`config.mk`:
```
export PLATFORM = sky130hd
export DESIGN_NAME = shared_logic_arbiter
export DESIGN_NICKNAME = d
export VERILOG_FILES = /design/src/rtl/shared_logic_arbiter.sv
export SDC_FILE = /design/constraint.sdc
export NUM_CORES = 1
export LEC_CHECK = 0
export ABC_CLOCK_PERIOD_IN_PS = 1600
export CAP_MARGIN = 10
export CORE_UTILIZATION = 44
export DETAILED_ROUTE_END_ITERATION = 7
export MAX_ROUTING_LAYER = met4
export PLACE_DENSITY_LB_ADDON = 0.1
export SLEW_MARGIN = 30
export SYNTH_ARGS = -nofsm -noshare
export SYNTH_HDL_FRONTEND = slang
export SYNTH_SLANG_ARGS = --single-unit
export TNS_END_PERCENT = 20
```
`constraint.sdc`:
```
create_clock -name io_in -period 1.6 [get_ports io_in]
set_clock_uncertainty 0.15 [all_clocks]
set_input_delay 0.24 -clock io_in [delete_from_list [all_inputs] [get_ports io_in]]
set_output_delay 0.24 -clock io_in [all_outputs]
set_load 0.01 [all_outputs]
```
`src/rtl/shared_logic_arbiter.sv`:
```
`default_nettype none
// ============================================================================
//  Module      : shared_logic_arbiter
//  Description : Two-requester round-robin arbiter in front of a one-bit
//                shared logic unit. The granted requester walks through
//                IDLE -> GRANT -> EXEC -> DONE; operands are captured in
//                GRANT, the result is loaded in EXEC and held with valid in
//                DONE until the owner drops its request.
//                Optional feature macro: ARB_TIMEOUT_EN (force release of
//                the unit after eight DONE cycles).
//  Revision    : 1.0 - initial release
// ============================================================================
module shared_logic_arbiter (
    input  logic [7:0] io_in,
    output logic [7:0] io_out
);

    localparam logic [1:0] S_IDLE  = 2'd0;
    localparam logic [1:0] S_GRANT = 2'd1;
    localparam logic [1:0] S_EXEC  = 2'd2;
    localparam logic [1:0] S_DONE  = 2'd3;

    // Pin breakout
    logic w_clk;
    logic w_rst;
    logic w_req0;
    logic w_req1;
    logic w_opa;
    logic w_opb;
    logic w_opsel;
    logic w_unused;

    assign w_clk    = io_in[0];
    assign w_rst    = io_in[1];
    assign w_req0   = io_in[2];
    assign w_req1   = io_in[3];
    assign w_opa    = io_in[4];
    assign w_opb    = io_in[5];
    assign w_opsel  = io_in[6];
    assign w_unused = io_in[7];

    logic [1:0] r_state;
    logic       r_ptr;
    logic       r_gnt0;
    logic       r_gnt1;
    logic       r_opa;
    logic       r_opb;
    logic       r_opsel;
    logic       r_result;
    logic       r_valid;
    logic [2:0] r_done_cnt;

    logic w_winner;
    logic w_owner_req;
    logic w_timeout;
    logic w_busy;

    // With both requests high the pointer decides; otherwise the lone requester wins
    assign w_winner    = (w_req0 && w_req1) ? r_ptr : w_req1;
    // The owner is identified by its grant bit, so its request is selected from that
    assign w_owner_req = r_gnt1 ? w_req1 : w_req0;
    assign w_busy      = (r_state != S_IDLE);

`ifdef ARB_TIMEOUT_EN
    logic [2:0] r_hold;

    // Hold counter: zeroed on the EXEC->DONE edge, counts every DONE cycle
    always_ff @(posedge w_clk) begin
        if (w_rst) begin
            r_hold <= 3'd0;
        end else if (r_state == S_EXEC) begin
            r_hold <= 3'd0;
        end else if (r_state == S_DONE) begin
            r_hold <= r_hold + 3'd1;
        end
    end

    assign w_timeout = (r_state == S_DONE) && (r_hold == 3'd7);
`else
    assign w_timeout = 1'b0;
`endif

    // Arbitration FSM, operand capture, result register and completion counter
    always_ff @(posedge w_clk) begin
        if (w_rst) begin
            r_state    <= S_IDLE;
            r_ptr      <= 1'b0;
            r_gnt0     <= 1'b0;
            r_gnt1     <= 1'b0;
            r_opa      <= 1'b0;
            r_opb      <= 1'b0;
            r_opsel    <= 1'b0;
            r_result   <= 1'b0;
            r_valid    <= 1'b0;
            r_done_cnt <= 3'd0;
        end else begin
            case (r_state)
                S_IDLE: begin
                    if (w_req0 || w_req1) begin
                        r_gnt0  <= ~w_winner;
                        r_gnt1  <= w_winner;
                        r_state <= S_GRANT;
                    end
                end
                S_GRANT, S_EXEC: begin
                    if (!w_owner_req) begin
                        // Abort: no result, no count, but the other side gets priority
                        r_ptr   <= ~r_gnt1;
                        r_gnt0  <= 1'b0;
                        r_gnt1  <= 1'b0;
                        r_state <= S_IDLE;
                    end else if (r_state == S_GRANT) begin
                        r_opa   <= w_opa;
                        r_opb   <= w_opb;
                        r_opsel <= w_opsel;
                        r_state <= S_EXEC;
                    end else begin
                        r_result <= r_opsel ? (r_opa | r_opb) : (r_opa & (r_opa | r_opb));
                        r_valid  <= 1'b1;
                        r_state  <= S_DONE;
                    end
                end
                S_DONE: begin
                    if (!w_owner_req || w_timeout) begin
                        // Result register keeps its value; only valid is withdrawn
                        r_ptr      <= ~r_gnt1;
                        r_gnt0     <= 1'b0;
                        r_gnt1     <= 1'b0;
                        r_valid    <= 1'b0;
                        r_done_cnt <= r_done_cnt + 3'd1;
                        r_state    <= S_IDLE;
                    end
                end
                default: begin
                    r_state <= S_IDLE;
                end
            endcase
        end
    end

    assign io_out = {r_done_cnt, w_busy, r_valid, r_result, r_gnt1, r_gnt0};

endmodule
`default_nettype wire

```
==> results of run 1 <==
## where the power goes
part	switching, mW	internal [mW]	total (mW)
clock network	1.80	2.17	3.96
registers	0	0.361	0.361
logic	0	0	0.000000224
## per-stage QoR
| step | instances | setup slack, ns | util |
|---|---|---|---|
| global placement | 113 | -0.1829 | 0.5682 |
| floorplan | 89 | -0.1829 | - |
| detailed placement | 113 | -0.1829 | 0.5682 |
| CTS | 158 | -0.2781 | 0.8531 |
| global route | 162 | -0.2917 | 0.9278 |
| finish | 162 | -0.2671 | 0.9278 |
## layer usage
metal | share of wire | wire length [µm] | vias up
li1 | - | - | 418
met1 | 0.31 | 1071 | 457
met2 | 0.44 | 1490 | 123
met3 | 0.14 | 479 | 55
met4 | 0.11 | 377 | 0
met5 | 0 | 0 | -
## final timing paths
check                                endpoint           from  slack, ns  cells past startpoint
worst min-delay path                  r_opsel       io_in[6]      -0.24                      2
worst max-delay path                  r_valid       io_in[2]      -0.27                      6
worst min register to register  r_done_cnt[1]  r_done_cnt[1]       0.33                      2
worst max register to register         r_gnt0     r_state[0]      -0.09                      8
## placed cells by master, fill, tap and decap left out, drive strengths merged, types with 3 or more instances in the layout
master         n
o21ai          9
nor2b          6
dfxtp         13
dlymetal6s2s   4
clkbuf        27
inv            8
a21oi         14
mux2           3
buf           26
nor2           4
ha             6
nor3b          3
nand3          5
## state kept, by name (all words and copies together) (netlist names)
register and flops:
r_gnt1 1, r_done_cnt 3, r_gnt0 1, r_ptr 1, r_state 2, r_opsel 1
r_opa 1, r_result 1, r_opb 1, r_valid 1
## worst max-delay path: stages
cell and delay (ns):
buf_8 0.11, buf_8 0.12, mux2i_4 0.17, clkbuf_8 0.17, mux2i_1 0.22, mux2_1 0.33
## Yosys cell counts (2+ instances only)
master,number
o21ai_0,9
or3_1,2
nor2_1,4
nor2b_1,6
dfxtp_1,13
ha_1,6
inv_1,7
nor3b_1,3
a21oi_1,14
buf_4,6
nand3_1,5
## cells by family after synthesis
| group | after synthesis |
|---|---|
| buffers and inverters | 14 |
| flip-flops | 13 |
| multiplexers | 5 |
| AND/OR/NAND/NOR | 23 |
| adder cells (fa/ha/maj) | 6 |
| AO/OA/AOI/OAI | 28 |
## cell type report
| type | count | area [µm²] | area share |
|---|---|---|---|
| multi-input cells | 62 | 556.8 | 0.3849 |
| clock buffers | 46 | 416.7 | 0.2881 |
| flip-flops and latches | 13 | 264.0 | 0.1825 |
| repair buffers | 15 | 141.4 | 0.09775 |
| clock inverters | 4 | 25.02 | 0.01730 |
| inverters | 6 | 22.52 | 0.01557 |
| well taps | 16 | 20.02 | 0.01384 |
## what timing repair did
action	in CTS	in global routing
cloned	0	0
setup buffers	7	5
resized for setup	27	34
setup endpoints to repair	19	24
pin swaps	5	5
==> results.tsv, run 1 <==
metric	value	unit
dieArea	0.001911	mm²
p_total	4.324	mW
synth_cells	89	
violations	DRC, hold timing, setup timing	
dpl_cell_area	885.9	µm²
antenna_found_initial	0	
relSlewSlack	0.7952	
syn-cell-area	765.7	µm²
ys_seq_elements	13	
synth_adder_area_share	0.09804	
finalWorstSetupSlack	-0.2671	ns
drtPass1Iterations	7	
fin_hold_ws	-0.2425	ns
synth.mux.area_fraction	0.08007	
use_met3	0.4125	
crit_arrival	1.91	ns
die_y	43.72	µm
tns	-1.924	ns
ctsHoldBuffers	0	
via_count	1053	
cts_tree	built	
drive_gt1_frac	0.5753	
rsz0062_at_grt	true	
busiest_layer	met4	
maxCapViolations	0	
synth_top_family_by_area	compound AO/OA/AOI/OAI gates	
synthXorXnorAreaFrac	0	
synth-simple-area-share	0.1781	
fp.dieW	43.72	µm
maxSlewViolCount	0	
wl_per_cell	21.10	µm
portBuffers	8	
gp_congestion	0.8158	
syn_nets	103	
drc	2	
synthTopCellsByArea	dfxtp_1 (34%), ha_1 (9.8%), a21oi_1 (9.2%), o21ai_0 (5.9%), buf_4 (5.9%)	
wl	3419	µm
start_util	0.4912	
first_global_vias	1389	
yosys_warnings	0	
yosys.area.top_type_share	0.3399	
finalInstanceArea	0.001446	mm²
avgViaCountPerCell	6.500	
rows	14	
cp_max_fo	4	
required	1.64	ns
worst_slew_pin_slew	0.3041	ns
cp-start-kind	clock port	
grt_max_degree	10	
grt_use_total	0.3644	
synth_edf_count	0	
leakage	0.6850	nW
hp-class	clk2reg	
synthArstFlopShare	0	
fillerInstances	56	
core_area	0.001559	mm²
setup_violations	14	
status	finished with violations	
hold_violations	8	
grt-ovfl-total	0	
yosys.area.top_type	dfxtp_1	
max-vdd-ir-drop	2.056	mV
crit_type	clk2reg	
diodes	0	
grt_pass1_wl	4947	µm
nNetsFinal	153	
p_per_area	2989	mW/mm²
avgSynthCellArea	8.604	µm²
met1_usage	0.2333	
dp_hpwl	1105	µm
ys_types	25	
ioPinCount	16	
area_growth	88.89	%
insertion_delay	0.30	ns
end_kind	register	
ant_nets	0	
grt_use_met2	0.3672	
cts.reportedPaths.clkPinSlew	0.09	ns
synth-seq-area-share	0.3399	
drt-initial-drc-count	67	
synthFlopType	dfxtp_1	
synth_compound_area_frac	0.2059	
Power figures use the tool's default switching activity.
==> inputs of run 2 (changes only) <==
Settings changed: GPL_ROUTABILITY_DRIVEN set to 1.
==> results of run 2 <==
Final layout, timing and power as in run 1 (identical DEF).
